### src/rtl/cpu_pkg.sv
// rtl/cpu_pkg.sv - shared register-file widths and types for the operand fetch stage.
package cpu_pkg;

    localparam int DATA_W   = 16;
    localparam int ADDR_W   = 3;
    localparam int NUM_REGS = 1 << ADDR_W;

    typedef logic [ADDR_W-1:0] reg_addr_t;
    typedef logic [DATA_W-1:0] word_t;

endpackage

### src/rtl/reg_scoreboard.sv
// rtl/reg_scoreboard.sv - pending-write scoreboard with set/clear/flush-clear and three busy lookups.
module reg_scoreboard
    import cpu_pkg::*;
(
    input  logic              clk,
    input  logic              rst,
    input  logic              set_en,
    input  logic [ADDR_W-1:0] set_addr,
    input  logic              clr_en,
    input  logic [ADDR_W-1:0] clr_addr,
    input  logic              flush_clr_en,
    input  logic [ADDR_W-1:0] flush_clr_addr,
    input  logic [ADDR_W-1:0] query_addr_1,
    input  logic [ADDR_W-1:0] query_addr_2,
    input  logic [ADDR_W-1:0] query_addr_3,
    output logic              busy_1,
    output logic              busy_2,
    output logic              busy_3
);

    logic [NUM_REGS-1:0] pending_q;
    logic [NUM_REGS-1:0] pending_d;

    // Clears are applied before the set so a same-cycle set on the same register wins.
    always_comb begin
        pending_d = pending_q;
        if (clr_en) begin
            pending_d[clr_addr] = 1'b0;
        end
        if (flush_clr_en) begin
            pending_d[flush_clr_addr] = 1'b0;
        end
        if (set_en) begin
            pending_d[set_addr] = 1'b1;
        end
        pending_d[0] = 1'b0;
    end

    always_ff @(posedge clk or posedge rst) begin
        if (rst) begin
            pending_q <= '0;
        end else begin
            pending_q <= pending_d;
        end
    end

    assign busy_1 = pending_q[query_addr_1];
    assign busy_2 = pending_q[query_addr_2];
    assign busy_3 = pending_q[query_addr_3];

endmodule

### src/rtl/reg_operand_fetch.sv
// rtl/reg_operand_fetch.sv - operand fetch with hazard stall and one-deep output stage.
// REG_OPERAND_FETCH_FORWARD_EN enables same-cycle writeback bypass; default build stalls through writeback.
module reg_operand_fetch
    import cpu_pkg::*;
(
    input  logic              clk,
    input  logic              rst,
    input  logic              flush,
    input  logic              in_valid,
    output logic              in_ready,
    input  logic [ADDR_W-1:0] in_src1,
    input  logic [ADDR_W-1:0] in_src2,
    input  logic [ADDR_W-1:0] in_dst,
    input  logic              in_dst_we,
    output logic [ADDR_W-1:0] rf_read_addr_1,
    output logic [ADDR_W-1:0] rf_read_addr_2,
    input  logic [DATA_W-1:0] rf_read_data_1,
    input  logic [DATA_W-1:0] rf_read_data_2,
    input  logic              wb_valid,
    input  logic [ADDR_W-1:0] wb_dest,
    input  logic [DATA_W-1:0] wb_data,
    output logic              out_valid,
    input  logic              out_ready,
    output logic [DATA_W-1:0] out_op1,
    output logic [DATA_W-1:0] out_op2,
    output logic [ADDR_W-1:0] out_dst,
    output logic              out_dst_we
);

    logic      busy_1, busy_2, busy_dst;
    logic      wb_hit_1, wb_hit_2, wb_hit_dst;
    logic      src1_nz, src2_nz, dst_nz;
    logic      haz_1, haz_2, waw;
    logic      accept;
    word_t     op1, op2;

    logic      out_valid_q, out_valid_d;
    word_t     out_op1_q, out_op1_d;
    word_t     out_op2_q, out_op2_d;
    reg_addr_t out_dst_q, out_dst_d;
    logic      out_dst_we_q, out_dst_we_d;

    assign rf_read_addr_1 = in_src1;
    assign rf_read_addr_2 = in_src2;

    assign src1_nz    = (in_src1 != '0);
    assign src2_nz    = (in_src2 != '0);
    assign dst_nz     = (in_dst != '0);
    assign wb_hit_1   = wb_valid && (wb_dest == in_src1);
    assign wb_hit_2   = wb_valid && (wb_dest == in_src2);
    assign wb_hit_dst = wb_valid && (wb_dest == in_dst);

`ifdef REG_OPERAND_FETCH_FORWARD_EN
    assign haz_1 = src1_nz && busy_1 && !wb_hit_1;
    assign haz_2 = src2_nz && busy_2 && !wb_hit_2;
    assign waw   = in_dst_we && dst_nz && busy_dst && !wb_hit_dst;
    assign op1   = !src1_nz ? '0 : (wb_hit_1 ? wb_data : rf_read_data_1);
    assign op2   = !src2_nz ? '0 : (wb_hit_2 ? wb_data : rf_read_data_2);
`else
    logic unused_wb_data;
    assign unused_wb_data = ^wb_data;
    // Without bypass the value is only visible in the register file one cycle after writeback.
    assign haz_1 = src1_nz && (busy_1 || wb_hit_1);
    assign haz_2 = src2_nz && (busy_2 || wb_hit_2);
    assign waw   = in_dst_we && dst_nz && (busy_dst || wb_hit_dst);
    assign op1   = src1_nz ? rf_read_data_1 : '0;
    assign op2   = src2_nz ? rf_read_data_2 : '0;
`endif

    assign in_ready = !flush && (!out_valid_q || out_ready) && !haz_1 && !haz_2 && !waw;
    assign accept   = in_valid && in_ready;

    reg_scoreboard u_scoreboard (
        .clk            (clk),
        .rst            (rst),
        .set_en         (accept && in_dst_we && dst_nz),
        .set_addr       (in_dst),
        .clr_en         (wb_valid),
        .clr_addr       (wb_dest),
        .flush_clr_en   (flush && out_valid_q && out_dst_we_q && (out_dst_q != '0)),
        .flush_clr_addr (out_dst_q),
        .query_addr_1   (in_src1),
        .query_addr_2   (in_src2),
        .query_addr_3   (in_dst),
        .busy_1         (busy_1),
        .busy_2         (busy_2),
        .busy_3         (busy_dst)
    );

    always_comb begin
        out_valid_d  = out_valid_q;
        out_op1_d    = out_op1_q;
        out_op2_d    = out_op2_q;
        out_dst_d    = out_dst_q;
        out_dst_we_d = out_dst_we_q;
        if (flush) begin
            out_valid_d = 1'b0;
        end else if (accept) begin
            out_valid_d  = 1'b1;
            out_op1_d    = op1;
            out_op2_d    = op2;
            out_dst_d    = in_dst;
            out_dst_we_d = in_dst_we;
        end else if (out_ready) begin
            out_valid_d = 1'b0;
        end
    end

    always_ff @(posedge clk or posedge rst) begin
        if (rst) begin
            out_valid_q  <= 1'b0;
            out_op1_q    <= '0;
            out_op2_q    <= '0;
            out_dst_q    <= '0;
            out_dst_we_q <= 1'b0;
        end else begin
            out_valid_q  <= out_valid_d;
            out_op1_q    <= out_op1_d;
            out_op2_q    <= out_op2_d;
            out_dst_q    <= out_dst_d;
            out_dst_we_q <= out_dst_we_d;
        end
    end

    assign out_valid  = out_valid_q;
    assign out_op1    = out_op1_q;
    assign out_op2    = out_op2_q;
    assign out_dst    = out_dst_q;
    assign out_dst_we = out_dst_we_q;

endmodule

### config.mk
export PLATFORM = sky130hd
export DESIGN_NAME = reg_operand_fetch
export DESIGN_NICKNAME = d
export VERILOG_FILES = /design/src/rtl/cpu_pkg.sv /design/src/rtl/reg_scoreboard.sv /design/src/rtl/reg_operand_fetch.sv
export SDC_FILE = /design/constraint.sdc
export NUM_CORES = 1
export LEC_CHECK = 0
export BUFFER_PORTS_ARGS = -buffer_cell sky130_fd_sc_hd__buf_2
export CORE_MARGIN = 5
export CORE_UTILIZATION = 47
export CTS_CLUSTER_SIZE = 28
export DETAILED_ROUTE_END_ITERATION = 8
export PLACE_DENSITY = 0.8
export SLEW_MARGIN = 10
export SYNTH_ARGS = -nofsm -noshare
export SYNTH_HDL_FRONTEND = slang
export SYNTH_HIERARCHICAL = 1
export SYNTH_SLANG_ARGS = --single-unit
### constraint.sdc
create_clock -name clk -period 2.7 [get_ports clk]
set_input_delay 0.405 -clock clk [delete_from_list [all_inputs] [get_ports clk]]
set_output_delay 0.405 -clock clk [all_outputs]
set_load 0.005 [all_outputs]
### After elaboration in Yosys (flattened, before gate mapping)

Index checks and enable logic that the tools add are counted.
W data, S select, Z words.

| cells by class | value |
|---|---|
| $lt $le $gt $ge | 8 |
| equal/unequal tests | 3 |
| reductions and logical operators | 35 |
| bitwise operators | 6 |
| multiplexer cells | 20 |

Operators with widths:

| cell | number |
|---|---|
| $mux W16 | 2 |
| $mux W8 | 3 |
| $logic_and A1 B1 Y1 | 20 |
| $lt A3 B4 Y1 const B | 5 |
| $and A8 B8 Y8 | 2 |
| $not A8 Y8 | 2 |
| $reduce_bool A3 Y1 | 5 |
| $bmux W1 S3 | 3 |
| $demux W1 S3 | 3 |
| $eq A3 B3 Y1 | 3 |
| $ge A3 B1 Y1 const B | 3 |
| $mux W1 | 9 |
| $or A8 B8 Y8 | 1 |
| $logic_not A1 Y1 | 5 |
| $logic_or A1 B1 Y1 | 4 |
| $reduce_and A2 Y1 | 1 |
| $not A1 Y1 | 1 |

| storage, ports and cells | value |
|---|---|
| word-level logic and storage cells | 78 |
| output and inout port bits | 44 |
| input port bits | 67 |
| flip-flop bits (word level) | 44 |

### Longest topological paths before layout

| depth | value |
|---|---|
| depth after elaboration | 12 |
| gate-level depth with buffers | 8 |
| depth with buffers taken out | 8 |

### Modules after synthesis

Netlist, hierarchy kept.

Modules (own cells, without submodules):

| module | cells an instance | times used | seq. area each (µm²) | area an instance (µm²) |
|---|---|---|---|---|
| reg_operand_fetch | 143 | 1 | 925.9 | 1,858.0 |
| reg_scoreboard | 60 | 1 | 175.2 | 555.5 |

### Least setup slack after synthesis

OpenSTA, ideal clock, no wires.

| timing | value |
|---|---|
| kind | input-to-reg |
| from | in in_dst[0] |
| to | reg out_dst_q[2], in the netlist out_dst[2] |
| arrival time | 2.240 ns |
| path slack | 0.335 ns |
| buffers on the path | 1 |
| stages | 8 |
| path through | mux4_2 -> nand2_1 -> o21ai_1 -> a41oi_1 -> o22ai_2 -> nor3_4 -> buf_6 -> mux2_2 |

| on the way | value |
|---|---|
| longest elaborated chain between the ends | 8 |
| elaborated cells between the ends (all ways) | 12 |

RTL lines:

| item | RTL line | text |
|---|---|---|
| start, declared | reg_operand_fetch.sv:13 | `input logic [ADDR_W-1:0] in_dst,` |
| $bmux W1 S3 | reg_scoreboard.sv:49 | `assign busy_3 = pending_q[query_addr_3];` |
| $mux W1 (implied by the code) | reg_scoreboard.sv:49 |  |
| named net busy_dst | reg_operand_fetch.sv:30 | `logic busy_1, busy_2, busy_dst;` |
| $logic_or A1 B1 Y1 | reg_operand_fetch.sv:65 | `assign waw = in_dst_we && dst_nz && (busy_dst \|\| wb_hit_dst);` |
| $logic_and A1 B1 Y1 | reg_operand_fetch.sv:65 |  |
| $logic_not A1 Y1 | reg_operand_fetch.sv:70 | `assign in_ready = !flush && (!out_valid_q \|\| out_ready) && !haz_1 && !haz_2 && !waw;` |
| $logic_and A1 B1 Y1 | reg_operand_fetch.sv:70 |  |
| $logic_and A1 B1 Y1 | reg_operand_fetch.sv:71 | `assign accept = in_valid && in_ready;` |
| $reduce_and A2 Y1 (no line) | n/a |  |
| end signal, assigned | reg_operand_fetch.sv:120 | `out_dst_q <= out_dst_d;` |
| end, declared | reg_operand_fetch.sv:40 | `reg_addr_t out_dst_q, out_dst_d;` |

The timed path passes the listed nets, and every way through them passes these cells. The select of a mux whose other input is x is not followed.
A chain may end at the register's enable or synchronous reset.

### Worst setup path after layout

| timing | value |
|---|---|
| from | reg u_scoreboard.pending_q[2] |
| to | out in_ready |

| on the way | value |
|---|---|
| longest elaborated chain between the ends | 8 |
| elaborated cells between the ends (all ways) | 18 |

RTL lines:

| item | RTL line | text |
|---|---|---|
| start, declared | reg_scoreboard.sv:21 | `logic [NUM_REGS-1:0] pending_q;` |
| start signal, assigned | reg_scoreboard.sv:43 | `pending_q <= pending_d;` |
| $bmux W1 S3 | reg_scoreboard.sv:47 | `assign busy_1 = pending_q[query_addr_1];` |
| $mux W1 (implied by the code) | reg_scoreboard.sv:47 |  |
| named net busy_1 | reg_operand_fetch.sv:30 |  |
| $logic_or A1 B1 Y1 | reg_operand_fetch.sv:63 | `assign haz_1 = src1_nz && (busy_1 \|\| wb_hit_1);` |
| $logic_and A1 B1 Y1 | reg_operand_fetch.sv:63 |  |
| $logic_not A1 Y1 | reg_operand_fetch.sv:70 |  |
| $logic_and A1 B1 Y1 (3 in series) | reg_operand_fetch.sv:70 |  |
| end, declared | reg_operand_fetch.sv:10 | `output logic in_ready,` |

The timed path passes the listed nets, and every way through them passes these cells. The select of a mux whose other input is x is not followed.

==> results.cfg <==
[run_status]
status = finished, final reports clean

[clocking]
h-tree-depth = 2
tritoncts = yes
ctsHoldBuffers = 0
clkSinkCount = 44
clk_path_buf_depth = 2
clkTransAtPathRegs_ns = 0.07
cts-root-buf = clkbuf_8
worstSkewPairLatency_ns = 0.29
cts_buffers = 5

[yosys]
ys_ff_latch = 44
synth_flop_cell = dfrtp_1
synth_top_area_cell = dfrtp_1
yosysTopAreaCellShare_pct = 45.6
synth_common_cells = dfrtp_1, mux2_2, and2b_1, nor2b_1
async_flop_share_pct = 100
yosysSeqAreaShare_pct = 45.6
ys.warnings.count = 6
syn-cell-area_um2 = 2410
synth_most_common_cell = dfrtp_1
syn_inst = 203
syn_nets = 270
synth_area_per_cell_um2 = 11.9
synth_cell_type_count = 34
yosys-top-cells-area = dfrtp_1, mux2_2, and2b_1
synth_edf_count = 0

[critical_path]
critical_path_class = reg2out
cp-end-kind = output port
cp_max_fo = 4
start_kind = flop
cp.arrival_ns = 2.12
cp_data_required_time_ns = 2.30

[global_routing]
busiest_layer = met2
grt_max_degree = 38
grt_usage_pct = 17.9
grtUsageMet1_pct = 24.5
first_global_vias = 1897
grt_first_pass_wirelength_um = 9120
grt_antenna_before_repair = 0
met3_usage_pct = 6.47
grt.overflow.total = 0
grt.met2_usage_pct = 27.0

[finish]
diodes = 0
area_growth_syn_to_layout_pct = 26.6
regArea_um2 = 1100
drive_gt1_share_pct = 51.2
fin_nets = 367
fill_cells = 437
multi_input_area_um2 = 1210

[placed_design]
dp_hpwl_um = 4250
port_buffers = 94
dp_slack_ns = 0.165
finalWeightedCongestion = 0.855

[power_and_ir_drop]
vdd_ir_drop_max_mv = 0.429
leakage_uw = 0.00144
powerDensity_nw_per_um2 = 706

[drt]
ant_nets = 0
vias_per_cell = 5.21
wl_per_cell_um = 15.3
wl_um = 5670
vias = 1933
drc_errors = 0
drtPass1Iterations = 4
drtIter0Drc = 152

[sta]
slew_headroom_pct = 67.9
max_freq_mhz = 396
setup_ws_ns = 0.177
finalCriticalPeriod_ns = 2.52
final.period_utilization_pct = 93.4
rsz0062_at_grt = no
tns_ns = 0
slew_viol_final = 0
hold_viol = 0
clock_skew_ns = 0.00827
tightest_slew_ns = 0.482
finalSetupViolations = 0

[floorplanning]
row_count = 26
fp.dieH_um = 81.7
core_um2 = 5040
start_util_pct = 47.9
die_x_um = 81.7
die_area_um2 = 6670
pin_count = 111

[flow_run]
cap_violations = 0

[min_path]
min_path_type = in2async
[worst paths after layout]
kind | startpoint | endpoint | depth (start not counted) | slack (ns)
setup / recovery | u_scoreboard/pending_q[2]$_DFF_PP0_ | in_ready | 7 | 0.18
hold reg to reg | out_op2[7]$_DFFE_PP0P_ | out_op2[7]$_DFFE_PP0P_ | 1 | 0.49
hold / removal | rst | u_scoreboard/pending_q[2]$_DFF_PP0_ | 2 | 0.04
setup reg to reg | u_scoreboard/pending_q[2]$_DFF_PP0_ | out_op2[1]$_DFFE_PP0P_ | 8 | 0.31
min in group clk | flush | out_valid$_DFFE_PP0P_ | 2 | 0.35
max in group asynchronous | rst | out_op1[8]$_DFFE_PP0P_ | 3 | 2.14
[per-layer routing]
layer  vias to the layer above  wire length [um]
met3                         7               642
met1                       914              2430
li1                        919                 -
met4                         0                47
met2                        93              2550
met5                         -                 0
[power by group]
| part | switching (uW) | leakage, uW | internal [uW] |
|---|---|---|---|
| logic | 286 | 0.000855 | 418 |
| clock network | 211 | 0.0000445 | 208 |
| registers | 156 | 0.000538 | 878 |
| total | 653 | 0.00144 | 1500 |
[cell families after synthesis]
logic type             synth area share, %
XOR/XNOR                              3.27
AND/OR/NAND/NOR                       17.8
flip-flops                            45.6
multiplexers                          21.0
AO/OA/AOI/OAI                         7.67
buffers and inverters                 4.67
[sequential cells by signal, indices dropped and copies added, names as in the netlist]
| name | flops |
|---|---|
| out_op2 | 16 |
| out_dst | 3 |
| out_valid | 1 |
| out_dst_we | 1 |
| u_scoreboard/pending_q | 7 |
| out_op1 | 16 |
[critical path, stage by stage, from the launching register on]
cell and delay [ns]:
dfrtp_1 0.45, mux4_2 0.47, nand2_1 0.07, o21ai_1 0.06
a41oi_1 0.21, o22ai_2 0.15, nor4b_2 0.27, buf_2 0.16
[through the flow]
stage                     total power, uW  std cells  instance area (um^2)  util [%]  hold WS (ns)
after floorplan                      1400        203                  2410         -         0.208
after global placement               1730        363                  2960      58.6         0.340
after detailed placement             1760        363                  2960      58.6         0.352
after CTS                            2190        371                  3050      60.5        0.0429
after global routing                 2320        371                  3060      60.6        0.0600
final                                2160        371                  3060      60.6        0.0407
[layout by cell type (no fill, tap or decap), types with 2 or more instances in the layout]
master	netlist	layout
buf_2	0	94
dfrtp_1	44	44
mux2_2	38	38
nor2b_1	16	16
and2b_1	16	16
xnor2_1	9	9
nand2_1	9	9
inv_1	7	7
clkbuf_8	0	6
buf_4	6	6
nand2b_1	4	4
o21ai_0	4	4
a41oi_1	3	3
nand4b_1	3	3
o311ai_0	3	3
and3b_1	3	3
a21oi_1	3	3
mux4_2	3	3
o21ai_1	3	3
o31ai_1	2	2
nor3_4	2	2
nor2_1	2	2
nor4_1	2	2
nor3_1	3	2
o41ai_1	2	2
o22ai_1	2	2
[cell type report]
cell class / count / share of cell area (%)
clock inverters: 1 / 0.246
multi-input cells: 141 / 39.6
inverters: 7 / 0.860
repair buffers: 101 / 17.5
well taps: 70 / 2.87
flip-flops and latches: 44 / 36.0
clock buffers: 7 / 2.83
[repair_timing]
action	4_1_cts	5_1_grt
setup buffers	0	0
endpoints found under the setup margin	0	1
resized for setup	0	1
Power figures use the tool's default switching activity.
